$ cat src/rtl/uart_tx_fifo.sv
// uart_tx_fifo: memory-mapped 8N1 UART transmitter with a small byte queue.
// Bytes written to TX_DATA_ADDR are queued and sent LSB first. A status word
// is exported, and int_req is raised once the queue has fully drained.
//
// state | meaning
// ------+---------------------------------------------------------------
// IDLE  | line high, waiting for a queued byte
// START | start bit (low) for one bit time
// DATA  | eight data bits, LSB first
// STOP  | stop bit (high); chains straight into START if more bytes wait
module uart_tx_fifo #(
  parameter int unsigned CLKS_PER_BIT = 434,
  parameter int unsigned FIFO_DEPTH   = 8,
  parameter logic [31:0] TX_DATA_ADDR = 32'h0000_0408,
  parameter logic [31:0] TX_STAT_ADDR = 32'h0000_0410
) (
  input  logic        clk,
  input  logic        rst_n,
  input  logic [31:0] access_addr,
  input  logic        wr_en,
  input  logic [31:0] wr_data,
  output logic        tx,
  output logic        tx_busy_flag,
  output logic [7:0]  status,
  output logic        int_req
);

  localparam int PW = $clog2(FIFO_DEPTH);
  localparam int CW = (CLKS_PER_BIT > 1) ? $clog2(CLKS_PER_BIT) : 1;
  localparam logic [3:0]    DEPTH_C   = 4'(FIFO_DEPTH);
  localparam logic [CW-1:0] BAUD_LAST = CW'(CLKS_PER_BIT - 1);

  localparam logic [1:0] S_IDLE  = 2'd0;
  localparam logic [1:0] S_START = 2'd1;
  localparam logic [1:0] S_DATA  = 2'd2;
  localparam logic [1:0] S_STOP  = 2'd3;

  logic [7:0]    mem_q [FIFO_DEPTH];
  logic [PW-1:0] wr_ptr_q, wr_ptr_d;
  logic [PW-1:0] rd_ptr_q, rd_ptr_d;
  logic [3:0]    count_q, count_d;
  logic          overflow_q, overflow_d;
  logic [1:0]    state_q, state_d;
  logic [CW-1:0] baud_q, baud_d;
  logic [2:0]    bit_idx_q, bit_idx_d;
  logic [7:0]    shift_q, shift_d;
  logic          tx_q, tx_d;
  logic          int_q, int_d;

  logic full, empty, push_req, push, pop, stat_hit, baud_done, int_set;
  logic unused_wr_hi;

  assign unused_wr_hi = ^wr_data[31:8];

  assign full      = (count_q == DEPTH_C);
  assign empty     = (count_q == 4'd0);
  assign push_req  = wr_en && (access_addr == TX_DATA_ADDR);
  // Full is judged on the registered count, so a same-cycle pop cannot rescue a push.
  assign push      = push_req && !full;
  assign stat_hit  = (access_addr == TX_STAT_ADDR);
  assign baud_done = (baud_q == BAUD_LAST);

  // Frame sequencing; tx_d is the line value for the next cycle so tx stays a flop.
  always_comb begin
    state_d   = state_q;
    baud_d    = baud_q;
    bit_idx_d = bit_idx_q;
    shift_d   = shift_q;
    tx_d      = tx_q;
    pop       = 1'b0;
    int_set   = 1'b0;
    case (state_q)
      S_IDLE: begin
        tx_d = 1'b1;
        if (!empty) begin
          pop     = 1'b1;
          shift_d = mem_q[rd_ptr_q];
          baud_d  = '0;
          state_d = S_START;
          tx_d    = 1'b0;
        end
      end
      S_START: begin
        if (baud_done) begin
          baud_d    = '0;
          bit_idx_d = 3'd0;
          state_d   = S_DATA;
          tx_d      = shift_q[0];
        end else begin
          baud_d = baud_q + 1'b1;
        end
      end
      S_DATA: begin
        if (baud_done) begin
          baud_d = '0;
          if (bit_idx_q == 3'd7) begin
            state_d = S_STOP;
            tx_d    = 1'b1;
          end else begin
            bit_idx_d = bit_idx_q + 1'b1;
            shift_d   = {1'b0, shift_q[7:1]};
            tx_d      = shift_q[1];
          end
        end else begin
          baud_d = baud_q + 1'b1;
        end
      end
      S_STOP: begin
        if (baud_done) begin
          baud_d = '0;
          if (!empty) begin
            pop     = 1'b1;
            shift_d = mem_q[rd_ptr_q];
            state_d = S_START;
            tx_d    = 1'b0;
          end else begin
            state_d = S_IDLE;
            int_set = 1'b1;
            tx_d    = 1'b1;
          end
        end else begin
          baud_d = baud_q + 1'b1;
        end
      end
      default: begin
        state_d = S_IDLE;
        tx_d    = 1'b1;
      end
    endcase
  end

  // Queue pointers, occupancy and sticky flags; set wins over clear for both flags.
  always_comb begin
    wr_ptr_d = push ? wr_ptr_q + 1'b1 : wr_ptr_q;
    rd_ptr_d = pop  ? rd_ptr_q + 1'b1 : rd_ptr_q;
    count_d  = count_q;
    case ({push, pop})
      2'b10:   count_d = count_q + 1'b1;
      2'b01:   count_d = count_q - 1'b1;
      default: count_d = count_q;
    endcase
    overflow_d = overflow_q;
    if (push_req && full) overflow_d = 1'b1;
    else if (stat_hit)    overflow_d = 1'b0;
    int_d = int_q;
    if (int_set)              int_d = 1'b1;
    else if (stat_hit || push) int_d = 1'b0;
  end

  // Queue storage; contents need no reset since count gates every read.
  always_ff @(posedge clk) begin
    if (push) mem_q[wr_ptr_q] <= wr_data[7:0];
  end

  // State registers; reset forces the line high immediately and discards the queue.
  always_ff @(posedge clk or negedge rst_n) begin
    if (!rst_n) begin
      wr_ptr_q   <= '0;
      rd_ptr_q   <= '0;
      count_q    <= 4'd0;
      overflow_q <= 1'b0;
      state_q    <= S_IDLE;
      baud_q     <= '0;
      bit_idx_q  <= 3'd0;
      shift_q    <= 8'h00;
      tx_q       <= 1'b1;
      int_q      <= 1'b0;
    end else begin
      wr_ptr_q   <= wr_ptr_d;
      rd_ptr_q   <= rd_ptr_d;
      count_q    <= count_d;
      overflow_q <= overflow_d;
      state_q    <= state_d;
      baud_q     <= baud_d;
      bit_idx_q  <= bit_idx_d;
      shift_q    <= shift_d;
      tx_q       <= tx_d;
      int_q      <= int_d;
    end
  end

  assign tx           = tx_q;
  assign tx_busy_flag = (state_q != S_IDLE);
  assign int_req      = int_q;
  assign status       = {tx_busy_flag, full, empty, overflow_q, count_q};

endmodule

$ cat config.mk
export PLATFORM = sky130hd
export DESIGN_NAME = uart_tx_fifo
export DESIGN_NICKNAME = d
export VERILOG_FILES = /design/src/rtl/uart_tx_fifo.sv
export SDC_FILE = /design/constraint.sdc
export NUM_CORES = 1
export LEC_CHECK = 0
export CAP_MARGIN = 30
export CORE_UTILIZATION = 47
export CTS_CLUSTER_SIZE = 20
export DETAILED_ROUTE_END_ITERATION = 8
export GPL_ROUTABILITY_DRIVEN = 1
export GPL_TIMING_DRIVEN = 0
export PLACE_DENSITY = 0.72
export SLEW_MARGIN = 20
export SYNTH_ARGS = -nofsm -noshare
export SYNTH_HDL_FRONTEND = slang
export SYNTH_SLANG_ARGS = --single-unit
$ cat constraint.sdc
create_clock -name clk -period 3.5 [get_ports clk]
set_clock_uncertainty 0.15 [all_clocks]
set_input_delay 0.7 -clock clk [delete_from_list [all_inputs] [get_ports clk]]
set_output_delay 0.7 -clock clk [all_outputs]
set_load 0.1 [all_outputs]
==> results.ini <==
[status]
outcome = finished clean

[clock_network]
worstSkewPairLatency_ps = 370
cts_hold_buf = 0
clk_pin_slew_worst_paths_ps = 100
cts_tree = built
cts.sinks = 99
cts-root-buf = clkbuf_8
cts_buffers = 9
cts_max_level = 3
cts.path.max_buffers = 2

[timing]
final.setup.tns_ps = 0
layout_min_cycle_time_ps = 3370
setup-violations-final = 0
fmax_mhz = 296
slew_headroom_pct = 34.4
worst_slew_pin_slew_ps = 980
rsz0062_at_grt = false
finalCritPeriodShare_pct = 96.4
hold_viol = 0
final.setup.worst_slack_ps = 127
drv_slew = 0

[route]
ant_nets = 0
wirelength_met1_mm = 3.96
wl_mm = 8.72
drc_errors = 0
wl_per_cell_um = 17.2
wl_met2_mm = 4.45
via_count = 2785
vias_per_cell = 5.48
dr.pass1.iters = 4
drtIter0Drc = 114
dr_wl_met3_um = 216
dr.max_layer_used = met4

[yosys]
synth_most_common_cell = edfxtp_1
yosysTopAreaCellShare_pct = 42.5
synth-seq-area-share_pct = 61.9
synth_top_area_cell = edfxtp_1
ys_async_sr_fraction_pct = 35.4
syn_area_mm2 = 0.00452
ys_warn_count = 0
synthTopCellsByCount = 64 x edfxtp_1, 34 x dfrtp_1, 20 x nand2_1
synthCells = 302
ys.flop_type = edfxtp_1
synth_edf_count = 64
ys_seq_elements = 99
syn_area_per_cell_um2 = 15.0
synth.distinct_cells = 50
synth_nets = 383
ys_top_cells_by_area = edfxtp_1 43%, dfrtp_1 19%, mux4_2 8.0%

[final_layout]
fillCellCount = 753
seq_area_mm2 = 0.00280
nets = 456
multiInputGateArea_mm2 = 0.00165
areaGrowthSynthToFinish_pct = 22.5
utilization_pct = 59.6
antenna_cells = 0
final_layout_size_suffix_gt1_share_pct = 21.1
final_area_mm2 = 0.00554

[critical_path]
worstSetupStartpointType = flop
r2r_cells = 10
end_kind = output port
cp.required_ps = 2650
critPathArrivalTime_ps = 2520
critPathKind = reg -> out
crit_fanout = 6

[floorplan]
core_mm2 = 0.00928
die_h_um = 100
initial_core_util_pct = 48.7
io_pins = 78
die-width_um = 100
die-area_mm2 = 0.0100
core.rowCount = 35

[hold_path]
hp-class = in -> async

[global_routing]
grt_max_degree = 23
grt_pass1_wl_mm = 14.7
grt_util_all_layers_pct = 19.7
grt_pass1_vias = 2783
gr-total-overflow = 0
antenna_found_initial = 0

[power_and_ir_drop]
leakage_nw = 2.05
p_per_area_mw_per_mm2 = 484
peakVddDrop_mv = 0.303

[placed_design]
gp_congestion = 0.761
preCtsSetupSlack_ps = -339
port_buffers = 53
placed_area_mm2 = 0.00532
dp_hpwl_mm = 6.26

[flow_run]
max_cap_viol_count = 0

[per-stage QoR]
step / hold slack, ps / power [mW] / cells
after detailed placement: 324 / 1.96 / 491
after global placement: 315 / 1.94 / 484
after CTS: 83.5 / 2.70 / 506
after floorplan: 254 / 1.80 / 302
final: 78.5 / 2.68 / 508
after global routing: 87.4 / 2.80 / 508
[where the power goes]
group	switching [mW]	internal [mW]	leakage (nW)
clock	0.413	0.336	0.0980
sequential	0.0362	1.32	1.02
combinational	0.331	0.248	0.937
[logic make-up (layout without fill, tap and decap cells)]
logic type	after synthesis	count (layout)	synth area share [%]
DFF	99	99	61.9
and+or+nand+nor	68	68	8.99
AOI/OAI and AO/OA	44	44	6.97
muxes	39	39	13.5
buffers and inverters	29	106	2.85
adders and majority gates	14	14	4.04
xor gates and xnor gates	9	9	1.74
[metal layers]
metal / global-route usage (%) / vias up
li1: - / 1315
met1: 26.5 / 1432
met2: 32.4 / 32
met3: 4.18 / 6
met4: 6.02 / 0
met5: 0 / -
[area by class of cell]
| type | instances | share of cell area [%] |
|---|---|---|
| inverters | 14 | 0.949 |
| plain buffers | 15 | 1.42 |
| flip-flops and latches | 99 | 50.5 |
| repair buffers | 62 | 10.8 |
| clock inverters | 6 | 1.29 |
| multi-input cells | 174 | 29.8 |
| well taps | 129 | 2.91 |
| clock buffers | 9 | 2.24 |
[placed cells by master (no fill, tap or decap), drive strengths merged, types with 2 or more instances in the layout]
cell type and instances:
ha 13, nor2 7, edfxtp 64, xor2 4, nor4 11, o22ai 2, xnor2 5, clkdlybuf4s50 48
a21o 4, buf 19, inv 17, and3 4, a21oi 2, nand4 2, clkbuf 16, o21ai 19
nor4b 4, dfrtp 34, nor3 4, nand2 20, and4 2, mux4 16, nand3 5, a31oi 3
mux2i 10, dlygate4sd2 2, o31ai 6, mux2 13
[critical path, stage by stage (launching register included)]
cell,delay [ps]
dfrtp_1,460
nor4b_1,640
buf_4,210
dlygate4sd2_1,850
[flip-flops by register name (all words and copies together), names as in the netlist]
signal	flops
mem_q	64
baud_q	9
shift_q	8
count_q	4
bit_idx_q	3
rd_ptr_q	3
wr_ptr_q	3
state_q	2
int_req	1
overflow_q	1
tx	1
[repair_timing]
item                                    CTS  global route
setup buffers                             0             2
resized for setup                         4             4
pin swaps                                 0             1
endpoints found under the setup margin    3             2
[worst paths after layout]
path | slack [ps] | from | to
worst max-delay path | 130 | count_q[0] | status[6]
worst min-delay path | 80 | rst_n | baud_q[4]
worst max register to register | 380 | count_q[0] | count_q[3]
worst min register to register | 340 | bit_idx_q[1] | bit_idx_q[1]
max in group asynchronous | 2680 | rst_n | baud_q[5]
min in group clk | 340 | bit_idx_q[1] | bit_idx_q[1]
(Power assumes the default switching activity.)
